[src/rtl/multi_timer_if.sv]
// Control and status bundle for multi_timer. The timer is the slave side;
// the controlling logic (or a bench) is the master side.
interface multi_timer_if #(
    parameter int NCH   = 4,
    parameter int WIDTH = 25
);
    logic [NCH-1:0]       en;
    logic [NCH-1:0]       start;
    logic [NCH-1:0]       stop;
    logic [NCH-1:0]       mode;
    logic [NCH*WIDTH-1:0] limit;
    logic [NCH-1:0]       flag_clr;
    logic [NCH-1:0]       pulse_out;
    logic [NCH-1:0]       busy;
    logic [NCH-1:0]       flag;
    logic [NCH*WIDTH-1:0] count;

    modport master (
        output en, start, stop, mode, limit, flag_clr,
        input  pulse_out, busy, flag, count
    );

    modport slave (
        input  en, start, stop, mode, limit, flag_clr,
        output pulse_out, busy, flag, count
    );
endinterface

[src/rtl/multi_timer.sv]
// Multi-channel interval timer. Each channel counts 0..limit and emits a
// one-cycle terminal pulse, in periodic or one-shot mode, with a sticky
// completion flag.
//
// Handshake: there is no valid/ready pair here. Every control input
// (start, stop, en, flag_clr) is a level sampled on each rising clk edge and
// acts in the cycle it is high; there is no back-pressure, so an input is
// always accepted in the cycle it is presented.
//
// busy is the direct decode of each channel's registered FSM state
// (1 = RUN), so it doubles as the per-channel state debug output.
module multi_timer #(
    parameter int WIDTH = 25,
    parameter int NCH   = 4
) (
    input  logic          clk,
    input  logic          rst,
    multi_timer_if.slave  bus
);
    typedef enum logic {S_IDLE = 1'b0, S_RUN = 1'b1} state_t;

    localparam logic [WIDTH-1:0] ONE = {{(WIDTH-1){1'b0}}, 1'b1};

    logic [NCH-1:0]       pulse_v;
    logic [NCH-1:0]       busy_v;
    logic [NCH-1:0]       flag_v;
    logic [NCH*WIDTH-1:0] count_v;

    for (genvar i = 0; i < NCH; i++) begin : g_ch
        state_t           state_q, state_d;
        logic [WIDTH-1:0] cnt_q, cnt_d;
        logic [WIDTH-1:0] lim;
        logic             mode_q, mode_d;
        logic             flag_q, flag_d;
        logic             term;

        assign lim  = bus.limit[i*WIDTH +: WIDTH];
        // >= rather than == so a limit lowered below the count ends the
        // interval on the next enabled cycle instead of wrapping around.
        assign term = (state_q == S_RUN) && bus.en[i] && (cnt_q >= lim);

        // Next-state and counter update; stop beats start, start beats terminal.
        always_comb begin
            state_d = state_q;
            cnt_d   = cnt_q;
            mode_d  = mode_q;
            if (bus.stop[i]) begin
                state_d = S_IDLE;
                cnt_d   = '0;
            end else if (bus.start[i]) begin
                state_d = S_RUN;
                cnt_d   = '0;
                mode_d  = bus.mode[i];
            end else if (state_q == S_RUN && bus.en[i]) begin
                if (term) begin
                    cnt_d = '0;
                    if (mode_q) begin
                        state_d = S_IDLE;
                    end
                end else begin
                    cnt_d = cnt_q + ONE;
                end
            end
        end

        // Sticky flag: a terminal event wins over a same-cycle clear.
        always_comb begin
            flag_d = flag_q;
            if (term) begin
                flag_d = 1'b1;
            end else if (bus.flag_clr[i]) begin
                flag_d = 1'b0;
            end
        end

        // Channel registers with synchronous active-low reset.
        always_ff @(posedge clk) begin
            if (!rst) begin
                state_q <= S_IDLE;
                cnt_q   <= '0;
                mode_q  <= 1'b0;
                flag_q  <= 1'b0;
            end else begin
                state_q <= state_d;
                cnt_q   <= cnt_d;
                mode_q  <= mode_d;
                flag_q  <= flag_d;
            end
        end

        assign pulse_v[i]                   = term;
        assign busy_v[i]                    = (state_q == S_RUN);
        assign flag_v[i]                    = flag_q;
        assign count_v[i*WIDTH +: WIDTH]    = cnt_q;
    end

    assign bus.pulse_out = pulse_v;
    assign bus.busy      = busy_v;
    assign bus.flag      = flag_v;
    assign bus.count     = count_v;
endmodule

[src/flat_wrapper.sv]
// flat-port wrapper written by rule: the top's interface ports become plain ports
module multi_timer_flat 
#(
    parameter int WIDTH = 25,
    parameter int NCH   = 4
)
  (clk, rst, bus_en, bus_start, bus_stop, bus_mode, bus_limit, bus_flag_clr, bus_pulse_out, bus_busy, bus_flag, bus_count);
  multi_timer_if #(.NCH(NCH), .WIDTH(WIDTH)) bus_i ();
  input  logic clk;
  input  logic rst;
  input wire logic [$bits(bus_i.en)-1:0] bus_en;
  input wire logic [$bits(bus_i.start)-1:0] bus_start;
  input wire logic [$bits(bus_i.stop)-1:0] bus_stop;
  input wire logic [$bits(bus_i.mode)-1:0] bus_mode;
  input wire logic [$bits(bus_i.limit)-1:0] bus_limit;
  input wire logic [$bits(bus_i.flag_clr)-1:0] bus_flag_clr;
  output wire logic [$bits(bus_i.pulse_out)-1:0] bus_pulse_out;
  output wire logic [$bits(bus_i.busy)-1:0] bus_busy;
  output wire logic [$bits(bus_i.flag)-1:0] bus_flag;
  output wire logic [$bits(bus_i.count)-1:0] bus_count;
  assign bus_i.en = bus_en;
  assign bus_i.start = bus_start;
  assign bus_i.stop = bus_stop;
  assign bus_i.mode = bus_mode;
  assign bus_i.limit = bus_limit;
  assign bus_i.flag_clr = bus_flag_clr;
  assign bus_pulse_out = bus_i.pulse_out;
  assign bus_busy = bus_i.busy;
  assign bus_flag = bus_i.flag;
  assign bus_count = bus_i.count;
  multi_timer #(.WIDTH(WIDTH), .NCH(NCH)) u_core (.clk(clk), .rst(rst), .bus(bus_i));
endmodule
[config.mk]
export PLATFORM = sky130hd
export DESIGN_NAME = multi_timer_flat
export DESIGN_NICKNAME = d
export VERILOG_FILES = /design/src/rtl/multi_timer_if.sv /design/src/rtl/multi_timer.sv /design/src/flat_wrapper.sv
export SDC_FILE = /design/constraint.sdc
export NUM_CORES = 1
export LEC_CHECK = 0
export ABC_CLOCK_PERIOD_IN_PS = 3350
export CAP_MARGIN = 20
export CORE_MARGIN = 8
export CORE_UTILIZATION = 48
export DETAILED_ROUTE_END_ITERATION = 6
export PLACE_DENSITY = 0.82
export SYNTH_ARGS = -nofsm -noshare
export SYNTH_HDL_FRONTEND = slang
export SYNTH_SLANG_ARGS = --single-unit
[constraint.sdc]
create_clock -name clk -period 3.35 [get_ports clk]
set_clock_uncertainty 0.2 [all_clocks]
set_input_delay 0.5025 -clock clk [delete_from_list [all_inputs] [get_ports clk]]
set_output_delay 0.5025 -clock clk [all_outputs]
set_load 0.01 [all_outputs]
* Word-level counts from Yosys, hierarchy flattened *
Index checks and enable logic that the tools add are counted.

operators by class
  bitwise operators = 5
  mux-type cells = 28
  order comparisons = 4
  reductions and logical operators = 40
  $add $sub $neg = 4

operators with widths
  operator               number
  $add 25x1->25 const B  4
  $ge 25x25->1           4
  $mux 25                4
  $reduce_bool 2->1      16
  $mux 1                 24
  $reduce_and 3->1       4
  $reduce_or 3->1        4
  $logic_and 1x1->1      8
  $reduce_and 2->1       4
  $reduce_or 2->1        4
  $not 1->1              5

storage, ports and cells
  bits in registers = 112
  bits of input ports = 122

* Depth between registers and ports, before layout *
  word-level depth = 5
  gate-level depth with buffers = 10
  gate-level depth less buffers = 9

* Worst setup path after synthesis *
No wires, ideal clock.

  kind = input -> output
  start point = input bus_limit[6]
  end point = output bus_pulse_out[0]
  cell stages on the path = 10
  data required time = 2,647 ps
  slack = 615 ps
  arrival time = 2,033 ps
  cells stage by stage = inv_1 ha_1 a21o_1 a21o_1 a221oi_2 a21oi_1 o311ai_2 and2_1 inv_1 buf_4

on the way
  word-level cells in the longest chain between the ends = 2

ends and longest elaborated chain
  item                RTL line            RTL
  start: declaration  flat_wrapper.sv:15  input wire logic [$bits(bus_i.limit)-1:0] bus_limit;
  $ge 25x25->1        multi_timer.sv:40   assign term = (state_q == S_RUN) && bus.en[i] && (cnt_q >= lim);
  $logic_and 1x1->1   multi_timer.sv:40
  end: declaration    flat_wrapper.sv:17  output wire logic [$bits(bus_i.pulse_out)-1:0] bus_pulse_out;

Every way passes these cells.

* Final worst setup path *
  start point = input bus_limit[97]
  end point = output bus_pulse_out[3]

Same word-level chain as after synthesis.

==> results.cfg <==
[clock_tree]
htreeDepth = 3
cts_post_setup_buffers_inserted = 0
tritoncts = done
path_clk_slew_ns = 0.07
cts_made_buffers = 9
clock_path_buffers = 2
clock_latency_ns = 0.35
cts_root_buffer = clkbuf_16
tritoncts_num_sinks = 112

[cells_and_area]
finish.instance_area_um2 = 10600
finish.utilization_pct = 67.8
finish.net_count = 1386
share_of_cells_above_drive_strength_1_pct = 8.84
fill_count = 1279
layout.cells.non_filler = 1381
syn2layout_area_growth_pct = 39.9
antenna_cells_inserted = 0

[critical_path]
path_depth = 10
max_stage_delay_ns = 0.45
path_buf_inv = 4
end_kind = output pin
cell_depth_of_the_worst_flop_to_flop_path = 9
timing.critical_path.arrival_ns = 2.58
cpLargestDelayFamily = compound AO/OA/AOI/OAI gates
critPathKind = in2out
cp-start-kind = input pin
crit_path_cell_trace = clkdlybuf4s50_1, inv_1, ha_1, a21o_1, a21o_1, a21oi_2, o211ai_1, a211oi_2, inv_1, dlygate4sd2_1
critical_path_cell_with_the_highest_stage_delay = clkdlybuf4s50_1
timing.critical_path.required_ns = 2.65
worstPathMaxFanout = 2

[drt]
initialDrtViolationCount = 246
drt_pre_antenna_iters = 4
routedWlPerCell_um = 15.0
routed_wire_length_um = 20700
route.antenna.remaining_nets = 0
via_count = 6989
routed_via_density = 5.06
drc = 0

[placed_design]
detailed_place.area_um2 = 10300
placed_cells = 1365
dp.final_hpwl_um = 16700
gp_congestion = 0.838
io_buffer_count = 233

[yosys]
syn_nets = 1138
main_synth_ff_type = dfxtp_1
synth_sequential_area_ratio_pct = 29.5
synthesis.instances = 912
netlist_top_cells_area = dfxtp_1 (29%), ha_1 (17%), xor2_1 (7.0%)
postSynthRegisterBits = 112
cell_area_after_synthesis_um2 = 7610
synthesis.area_per_instance_um2 = 8.35
synth_area_leader_cell = dfxtp_1
synth-edff-count = 0
synth.yosys.warnings = 0
synthDistinctLibCells = 58
ys_top_cells_by_count = dfxtp_1 (112), inv_1 (107), ha_1 (104), nor2_1 (104), nand2_1 (63)
yosysMostFrequentCell = dfxtp_1
fraction_of_synthesized_cell_area_taken_by_the_top_area_cell_type_pct = 29.5
synthArstFlopShare_pct = 0

[global_routing]
grt_pass1_wl_um = 34300
grt_antenna_before_repair = 0
grt_start_max_net_pins = 26
gr-usage-all-layers_pct = 20.7
number_of_global_route_vias_before_repair = 7145
gr-total-overflow = 0

[power_and_ir_drop]
leak_nw = 4.58
fin_total_pwr_mw = 2.89
power.density_cell_area_nw_per_um2 = 272
vdd_drop_max_mv = 0.218

[timing]
timing_max_transition_violations_final = 0
finalSetupTns_ns = 0
period_share_pct = 97.9
max-slew-margin-rel_pct = 62.4
max_freq_mhz = 305
finalWorstPathRequiredPeriod_ns = 3.28
finalHoldViolations = 0
finalSetupViolCount = 0
actual_transition_at_the_worst_max_transition_pin_ns = 0.561
rsz0062_at_grt = true

[die]
effective_utilization_at_floorplan_pct = 48.4
ios = 234
row_count = 46
die_width_um = 142
die_h_um = 142
core_region_area_um2 = 15700
fp.dieArea_um2 = 20100

[worst_hold_path]
worst_hold_path_type = reg2reg
worstHoldPathCells = 2

[outcome]
outcome = finished, final reports clean

[run]
maxCapViolCount = 0
-- placed cells by master, fill, tap and decap left out, types with 3 or more instances in the layout --
master           count
inv_1              106
o21ai_1              5
nor2_1             102
bufinv_16            3
ha_1               103
nand2_1             63
xnor2_1             32
clkbuf_16            9
nand2b_1             6
mux2i_1              5
buf_4               31
clkdlybuf4s50_1    228
nand4_1             41
nor2_2              22
and2_1               7
a21boi_0             3
a211oi_2             3
a21o_1              26
nand3_1             33
and4_1              11
and3_1              22
nor2b_1             18
nor3_1              10
o211ai_1             3
dfxtp_1            112
nor2_4              10
xor2_1              61
o21ai_0              6
a31oi_1              4
nor3b_1              5
a21oi_1             29
-- final timing paths --
| check | end | slack (ns) | start |
|---|---|---|---|
| setup reg to reg | u_core.g_ch[1].state_q$_SDFFE_PP0P_ | 0.79 | u_core.g_ch[1].cnt_q[2]$_SDFFE_PP0P_ |
| hold / removal | u_core.g_ch[1].flag_q$_SDFFE_PN0P_ | 0.28 | u_core.g_ch[1].flag_q$_SDFFE_PN0P_ |
| hold reg to reg | u_core.g_ch[1].flag_q$_SDFFE_PN0P_ | 0.28 | u_core.g_ch[1].flag_q$_SDFFE_PN0P_ |
| setup / recovery | bus_pulse_out[3] | 0.07 | bus_limit[97] |
-- cells by family (layout without fill, tap and decap cells) --
group / count (synthesis) / in the layout / synth area share [%]
flip-flops: 112 / 112 / 29.5
AO/OA/AOI/OAI: 99 / 99 / 9.16
adder cells (fa/ha/maj): 104 / 104 / 17.1
AND/OR/NAND/NOR: 364 / 364 / 25.1
XOR/XNOR: 93 / 93 / 10.7
multiplexers: 5 / 5 / 0.657
buffers and inverters: 135 / 388 / 7.81
-- power breakdown --
group	switching [mW]	internal, mW
logic	0.115	0.187
registers	0.00386	1.33
clock network	0.499	0.753
-- flip-flops by register name (all words and copies together), names as in the netlist --
name                 count
u_core.g_ch.cnt_q      100
u_core.g_ch.flag_q       4
u_core.g_ch.mode_q       4
u_core.g_ch.state_q      4
-- layout make-up --
type	count	area, um^2	share of cell area [%]
multi-input cells	665	4810	45.2
repair buffers	265	2570	24.2
flip-flops and latches	112	2240	21.1
inverters	107	402	3.77
well taps	216	270	2.54
clock buffers	11	243	2.28
clock inverters	5	104	0.975
-- stage by stage --
| step | setup WS (ns) | hold WS, ns |
|---|---|---|
| floorplan | 0.615 | 0.247 |
| global placement | -0.220 | 0.257 |
| detailed placement | -0.252 | 0.264 |
| CTS | -0.0499 | 0.275 |
| global route | -0.0199 | 0.307 |
| finish | 0.0706 | 0.276 |
-- what timing repair did --
item | 4_1_cts | 5_1_grt
resized for setup | 5 | 17
hold buffers | 0 | 0
gates cloned | 0 | 0
pin swaps | 0 | 7
endpoints found under the setup margin | 4 | 4
-- routing by layer --
| metal | track usage [%] | share of wire (%) | up-vias |
|---|---|---|---|
| met2 | 34.6 | 47 | 203 |
| met3 | 6.24 | 7.9 | 36 |
| met1 | 24.5 | 43 | 3192 |
| met5 | 0 | 0 | - |
| met4 | 7.63 | 2.7 | 0 |
| li1 | - | - | 3558 |
-- worst min-delay path: stages, from the launching register on --
cell and delay (ns):
dfxtp_1 0.31, nand2_1 0.05, o22ai_1 0.06
Note: power is estimated with default switching activity, not from simulation.
